File: config.mk
export PLATFORM = sky130hd
export DESIGN_NAME = hpm_counter_bank
export DESIGN_NICKNAME = d
export VERILOG_FILES = /design/src/rtl/hpm_counter_bank.sv
export SDC_FILE = /design/constraint.sdc
export NUM_CORES = 1
export LEC_CHECK = 0
export ABC_AREA = 0
export BUFFER_PORTS_ARGS = -buffer_cell sky130_fd_sc_hd__clkbuf_2
export CORE_MARGIN = 4
export CORE_UTILIZATION = 60
export CTS_CLUSTER_DIAMETER = 30
export CTS_CLUSTER_SIZE = 10
export DETAILED_ROUTE_END_ITERATION = 8
export PLACE_DENSITY = 0.77
export SYNTH_ARGS = -nofsm -noshare
export SYNTH_HDL_FRONTEND = slang
export SYNTH_HIERARCHICAL = 1
export SYNTH_SLANG_ARGS = --single-unit
File: constraint.sdc
create_clock -name clk -period 3.5 [get_ports clk]
set_clock_uncertainty 0.1 [all_clocks]
set_input_delay 0.7 -clock clk [delete_from_list [all_inputs] [get_ports clk]]
set_output_delay 0.7 -clock clk [all_outputs]
set_load 0.005 [all_outputs]
File: src/rtl/hpm_counter_bank.sv
// Bank of hardware performance counters with a shadow snapshot, a random-read port
// and a sequential dump stream. All channels share one shadow/read datapath.
module hpm_cnt_lane #(
  parameter int CNT_W    = 32,
  parameter int INC_W    = 2,
  parameter int SATURATE = 0
) (
  input  logic             clk,
  input  logic             rst,
  input  logic             i_en,
  input  logic             i_clr,
  input  logic [INC_W-1:0] i_inc,
  output logic [CNT_W-1:0] o_cnt,
  output logic             o_ovf
);
  logic [CNT_W-1:0] r_cnt;
  logic             r_ovf;
  logic [CNT_W:0]   w_sum;

  // One spare bit catches the carry out of the counter.
  assign w_sum = {1'b0, r_cnt} + {{(CNT_W+1-INC_W){1'b0}}, i_inc};

  always_ff @(posedge clk) begin
    if (rst || i_clr) begin
      r_cnt <= '0;
      r_ovf <= 1'b0;
    end else if (i_en) begin
      if (w_sum[CNT_W]) begin
        r_ovf <= 1'b1;
        r_cnt <= (SATURATE != 0) ? {CNT_W{1'b1}} : w_sum[CNT_W-1:0];
      end else begin
        r_cnt <= w_sum[CNT_W-1:0];
      end
    end
  end

  assign o_cnt = r_cnt;
  assign o_ovf = r_ovf;
endmodule

module hpm_counter_bank #(
  parameter int NUM_CH   = 8,
  parameter int CNT_W    = 32,
  parameter int INC_W    = 2,
  parameter int SATURATE = 0,
  localparam int IDX_W   = $clog2(NUM_CH)
) (
  input  logic                    clk,
  input  logic                    rst,
  input  logic [NUM_CH*INC_W-1:0] event_inc,
  input  logic                    stall,
  input  logic [NUM_CH-1:0]       gate_mask,
  input  logic                    enable,
  input  logic                    clear,
  input  logic                    snap_req,
  input  logic                    rd_req,
  input  logic [IDX_W-1:0]        rd_sel,
  input  logic                    dump_req,
  output logic                    rd_valid,
  output logic                    rd_last,
  output logic [IDX_W-1:0]        rd_ch,
  output logic [CNT_W-1:0]        rd_data,
  output logic                    busy,
  output logic [NUM_CH-1:0]       overflow
);
  typedef enum logic {S_IDLE, S_DUMP} state_t;

  state_t                         r_state;
  logic [IDX_W-1:0]               r_idx;
  logic                           r_busy, r_valid, r_last;
  logic [IDX_W-1:0]               r_ch;
  logic [CNT_W-1:0]               r_data;
  logic [NUM_CH-1:0][CNT_W-1:0]   r_shadow;
  logic [NUM_CH-1:0][CNT_W-1:0]   w_cnt;
  logic [NUM_CH-1:0]              w_ovf;
  logic [IDX_W-1:0]               w_sel;
  logic [CNT_W-1:0]               w_sel_data;

  for (genvar g = 0; g < NUM_CH; g++) begin : g_lane
    hpm_cnt_lane #(.CNT_W(CNT_W), .INC_W(INC_W), .SATURATE(SATURATE)) u_lane (
      .clk   (clk),
      .rst   (rst),
      .i_en  (enable && !(stall && gate_mask[g])),
      .i_clr (clear),
      .i_inc (event_inc[g*INC_W +: INC_W]),
      .o_cnt (w_cnt[g]),
      .o_ovf (w_ovf[g])
    );
  end

  // Snapshots are frozen while a dump streams them out.
  always_ff @(posedge clk) begin
    if (rst)
      r_shadow <= '0;
    else if (snap_req && r_state != S_DUMP)
      r_shadow <= w_cnt;
  end

  // Shared shadow mux; out-of-range selects read as zero.
  always_comb begin
    w_sel      = (r_state == S_DUMP) ? r_idx : rd_sel;
    w_sel_data = '0;
    for (int i = 0; i < NUM_CH; i++)
      if (w_sel == IDX_W'(i)) w_sel_data = r_shadow[i];
  end

  always_ff @(posedge clk) begin
    if (rst) begin
      r_state <= S_IDLE;
      r_idx   <= '0;
      r_busy  <= 1'b0;
      r_valid <= 1'b0;
      r_last  <= 1'b0;
      r_ch    <= '0;
      r_data  <= '0;
    end else begin
      r_valid <= 1'b0;
      r_last  <= 1'b0;
      case (r_state)
        S_IDLE: begin
          if (dump_req) begin
            r_state <= S_DUMP;
            r_idx   <= '0;
            r_busy  <= 1'b1;
          end else if (rd_req) begin
            r_valid <= 1'b1;
            r_last  <= 1'b1;
            r_ch    <= rd_sel;
            r_data  <= w_sel_data;
          end
        end
        S_DUMP: begin
          r_valid <= 1'b1;
          r_ch    <= r_idx;
          r_data  <= w_sel_data;
          if (r_idx == IDX_W'(NUM_CH-1)) begin
            r_last  <= 1'b1;
            r_state <= S_IDLE;
            r_busy  <= 1'b0;
          end else begin
            r_idx <= r_idx + 1'b1;
          end
        end
        default: r_state <= S_IDLE;
      endcase
    end
  end

  assign rd_valid = r_valid;
  assign rd_last  = r_last;
  assign rd_ch    = r_ch;
  assign rd_data  = r_data;
  assign busy     = r_busy;
  assign overflow = w_ovf;
endmodule

======== After elaboration in Yosys (flattened, before gate mapping) ========
Cells that the tools add are included.
W data, S select, Z words.
word-level totals
  flip-flop bits (word level) ............. 562
  input port bits ......................... 35
operators by class
  mux-type cells .......................... 29
  add/subtract/negate cells ............... 9
  reductions and logical operators ........ 38
  equal/unequal tests ..................... 13
  bitwise operators ....................... 1
operators with widths
  kind                   count
  $mux W32               10
  $add A32 B2 Y33        8
  $pmux W32 S2           1
  $reduce_and A2 Y1      11
  $logic_and A1 B1 Y1    17
  $eq A3 B3 Y1 const B   5
  $mux W3                5
  $pmux W3 S2            2
  $logic_not A1 Y1       8
  $ne A2 B2 Y1 const B   4
  $pmux W1 S2            4
  $mux W1                7
  $eq A3 B2 Y1 const B   2
  $add A3 B1 Y3 const B  1
  $eq A3 B1 Y1 const B   1
  $logic_not A3 Y1       1
  $ne A2 B1 Y1 const B   1
  $logic_or A1 B1 Y1     1
  $not A1 Y1             1

======== Logic depth before layout (Yosys ltp) ========
  depth after elaboration ................. 13
  gate-level depth with buffers ........... 9
  mapped depth without buffers ............ 7

======== Cells and area by module ========
The synthesis kept the hierarchy.
modules (own cells, without submodules)
  module            area each (um^2)  cells an instance  times used
  hpm_cnt_lane      1661.6            192                8
  hpm_counter_bank  12791.0           1697               1

======== Least setup slack after synthesis ========
Ideal clock, no wire load.
  kind .................................... in2reg
  from .................................... input port enable
  to ...................................... register g_lane[0].u_lane.r_cnt[29]
  data required time ...................... 3270 ps
  buffers on the path ..................... 2
  data arrival time ....................... 2572 ps
  setup time .............................. 130 ps
  path slack .............................. 698 ps
  stages on the path ...................... 7
  cells stage by stage .................... a21boi_0 > nand2_1 > or4_1 > clkbuf_2 > buf_2 > o41ai_1 > a21oi_1
on the way
  cells in the longest elaborated chain, start to end .. 1
RTL lines
  element               RTL line  RTL
  from (decl)           53        input logic enable,
  $logic_and A1 B1 Y1   83        .i_en (enable && !(stall && gate_mask[g])),
  to (signal assigned)  30        r_cnt <= (SATURATE != 0) ? {CNT_W{1'b1}} : w_sum[CNT_W-1:0];
  to (signal assigned)  32        r_cnt <= w_sum[CNT_W-1:0];
  to (decl)             16        logic [CNT_W-1:0] r_cnt;
No other way between the ends.
A chain may end at the register's enable or synchronous reset.

======== Final worst setup path ========
  from .................................... register r_state
  to ...................................... register r_data[1], in the netlist rd_data[1]
on the way
  cells in the longest elaborated chain, start to end .. 13
RTL lines
  element                 RTL line  RTL
  from (decl)             68        state_t r_state;
  from (signal assigned)  109       r_state <= S_IDLE;
  from (signal assigned)  122       r_state <= S_DUMP;
  from (signal assigned)  138       r_state <= S_IDLE;
  $mux W3                 101       w_sel = (r_state == S_DUMP) ? r_idx : rd_sel;
  $logic_not A3 Y1        104       if (w_sel == IDX_W'(i)) w_sel_data = r_shadow[i];
  $mux W32 (8 in a row)   104
  $mux W32                125       end else if (rd_req) begin
  $mux W32                121       if (dump_req) begin
  $pmux W32 S2            119       case (r_state)
  to (signal assigned)    129       r_data <= w_sel_data;
  to (signal assigned)    135       r_data <= w_sel_data;
  to (decl)               72        logic [CNT_W-1:0] r_data;
Several ways; a longest one is shown, not always the timed one. The select of a mux whose other input is x is not followed.

==> run_results.csv <==
group,metric,value,unit
run_status,outcome,"finished, violations left",
run_status,violations,"design-rule violations",
cells_and_area,fin_nets,3311,
sta,finalWorstSetupSlack,0.497,ns
cts,clkTransAtPathRegs,0.05,ns
floorplanning,die_y,217,µm
pwr,leakage,10.1,nW
sta,min_period_over_period,0.858,
cts,root_buffer,"clkbuf_16",
pwr,ir_worst_vdd,0.423,mV
worst_setup_path,cp-end-kind,"flop",
synth,async_flop_share,0,
sta,tightest_slew,1.03,ns
drt,ant_nets,0,
floorplanning,start_util,0.607,
place,gp_congestion,1.02,
drt,vias_per_cell,6.50,
cts,clk_latency,0.65,ns
cells_and_area,area.growth.synth_to_final,17.7,%
sta,fmax,333,MHz
hold_path,hold_class,"input port to flop",
cells_and_area,multi_input_area,13500,µm²
worst_setup_path,timing.critical_path.cells,"buf_4 > mux2i_1 > nand2_2 > nor2_1 > o21ai_0 > a32o_1",
cts,cts_tree,"done",
drt,drt_iter0_drc,2937,
drt,vias,25500,
worst_setup_path,path_max_fanout,26,
synth,avgSynthCellArea,8.07,µm²
worst_setup_path,critPathArrivalTime,3.44,ns
worst_setup_path,crit_required,3.94,ns
grt,grt_pass1_wl,129000,µm
floorplanning,num_io_pins,81,
synth,syn_area,26100,µm²
pwr,switching_share,0.230,
pwr,p_int,0.0144,W
pwr,power_frac_clock,0.606,
grt,grt_usage,0.339,
hold_path,holdCritStartpoint,"event_inc[12]",
synth,synth_edf_count,0,
cts,clkSinkCount,562,
cts,cts_setup_buffers,0,
worst_setup_path,path_buf_inv,1,
cts,clock_path_buffers,3,
cells_and_area,drive_gt1_frac,0.125,
cells_and_area,diodes,0,
floorplanning,coreArea,43000,µm²
floorplanning,die-width,217,µm
sta,drv_slew,0,
cts,cts_inserted_buffers,114,
pwr,power.density,609,nW/µm²
worst_setup_path,r2r_start,"r_state",
synth,seq_area_frac_synth,0.431,
sta,rsz0062_at_grt,"false",
sta,hold_violations,0,
cells_and_area,layout.cells.non_filler,3931,
sta,relSlewSlack,0.299,
synth,synthFlopType,"dfxtp_1",
grt,antenna_found_initial,2,
cts,ctsHoldBuffers,0,
place,port_buffers,80,
sta,setup_tns,0,ns
worst_setup_path,startpoint,"r_state",
cts,cts_resized,0,
cells_and_area,fill_cells,3304,
cells_and_area,regArea,11300,µm²
drt,dr.pass1.iters,9,
drt,drc,1,
floorplanning,dieArea,46900,µm²
drt,wl_per_cell,21.0,µm
drt,wirelength,82400,µm
synth,ys_seq_elements,562,
synth,syn-num-nets,3294,
pwr,total_power,0.0187,W
run,maxCapViolations,0,
synth,ys_warn_count,6,
worst_setup_path,crit_family,"simple AND/OR/NAND/NOR gates",
worst_setup_path,crit_slowest_cell,"mux2i_1",
pwr,p_switching,0.00431,W
worst_setup_path,path_class,"flop to flop",
place,place_ws,0.131,ns
grt,grt_max_degree,132,
worst_setup_path,max_stage_delay,0.60,ns
grt,grt_pass1_vias,23700,
sta,finalSetupViolCount,0,
cts,htreeDepth,3,
synth,netlist-cell-type-count,64,
sta,period_minus_slack,3.00,ns
floorplanning,rows,76,
grt,overflow,0,
pwr,power_frac_comb,0.046,
place,placedCellCount,3719,
worst_setup_path,cp-start-kind,"flop",
synth,synthCells,3233,
cells_and_area,final_util,0.714,
pwr,seqPwrFrac,0.348,
place,hpwlAfterDp,56100,µm
[power by group through the flow]
stage	Clock, W	Combinational [W]	Sequential [W]
2_1_floorplan	0	0.000570	0.00660
3_3_place_gp	0	0.000820	0.00662
3_5_place_dp	0	0.000833	0.00662
4_1_cts	0.0114	0.000840	0.00650
5_1_grt	0.0117	0.000922	0.00649
6_report	0.0113	0.000865	0.00650
[final timing paths]
| check | endpoint | slack (ns) | cells after the start |
|---|---|---|---|
| worst max register to register | rd_data[1] | 0.50 | 6 |
| worst min register to register | g_lane[3].u_lane/o_ovf | 0.35 | 1 |
| worst min-delay path | g_lane[6].u_lane/o_cnt[0] | 0.34 | 4 |
| worst max-delay path | rd_data[1] | 0.50 | 6 |
[per-stage QoR]
stage	hold slack [ns]	instance area [µm²]
2_1_floorplan	0.332	26100
3_3_place_gp	0.340	26600
3_5_place_dp	0.344	26600
4_1_cts	0.321	30700
5_1_grt	0.351	30700
6_report	0.337	30700
[per-layer routing]
| layer | part of all wire | global-route usage | wire length [µm] | vias to the layer above |
|---|---|---|---|---|
| met5 | 0 | 0 | 0 | - |
| met4 | 0.052 | 0.159 | 4270 | 0 |
| met2 | 0.45 | 0.535 | 37000 | 1290 |
| li1 | - | - | - | 11700 |
| met1 | 0.40 | 0.448 | 33200 | 12300 |
| met3 | 0.096 | 0.0674 | 7890 | 237 |
[tightest hold or removal path: stages]
cell and delay (ns):
clkbuf_2 0.08, ha_1 0.12, mux2i_1 0.06, nor2_1 0.08
[layout by cell type, fill, tap and decap left out, types with 20 or more instances in the layout]
cell type,count
inv_1,63
nand3_1,64
nor4_1,26
a21o_1,35
a21oi_1,456
dfxtp_1,562
buf_4,48
o31ai_1,96
clkinv_2,20
nand4_1,88
mux2i_1,55
o2111ai_1,27
xnor2_1,24
clkbuf_2,79
nor2_1,138
o21ai_0,63
or3_1,73
a32o_1,26
or4_1,104
clkbuf_16,116
xor2_1,32
o21ai_1,39
nand2_1,688
nor3_1,96
[final cells by class]
| type | instances | share of cell area |
|---|---|---|
| clock buffer | 141 | 0.103 |
| clock inverter | 71 | 0.0302 |
| inverter | 63 | 0.00770 |
| multi-input combinational | 2372 | 0.438 |
| sequential | 562 | 0.367 |
| tap | 585 | 0.0238 |
| timing repair buffer | 137 | 0.0310 |
[synthesized netlist by cell type (all sizes together), types with 32 or more instances]
master	count	area [µm²]
nor4	34	263
nand2	689	2590
clkbuf	110	503
buf	126	682
or3	73	457
dfxtp	562	11300
o31ai	96	721
nor3	96	480
nand3	72	400
and4	32	300
a21oi	458	2310
nand4	96	651
nor2	139	522
xor2	32	280
mux2i	56	564
or4	104	781
inv	63	236
o21ai	102	510
a21o	35	263
[logic make-up (layout without fill, tap and decap cells)]
logic type,Yosys count,in the layout,synth area share
simple gates,1402,1402,0.266
compound gates,828,828,0.192
flops,562,562,0.431
buf+inv,299,412,0.0545
mux,60,60,0.0235
xor+xnor,56,56,0.0188
fa+ha+maj,26,26,0.0148
[sequential cells by signal (all words and copies together), names as in the netlist]
signal and cells:
g_lane.u_lane/o_ovf 8, r_idx 3, busy 1, rd_ch 3, rd_valid 1, rd_last 1, r_state 1, g_lane.u_lane/o_cnt 256
rd_data 32, r_shadow 256
Note: power is estimated with default switching activity, not from simulation.
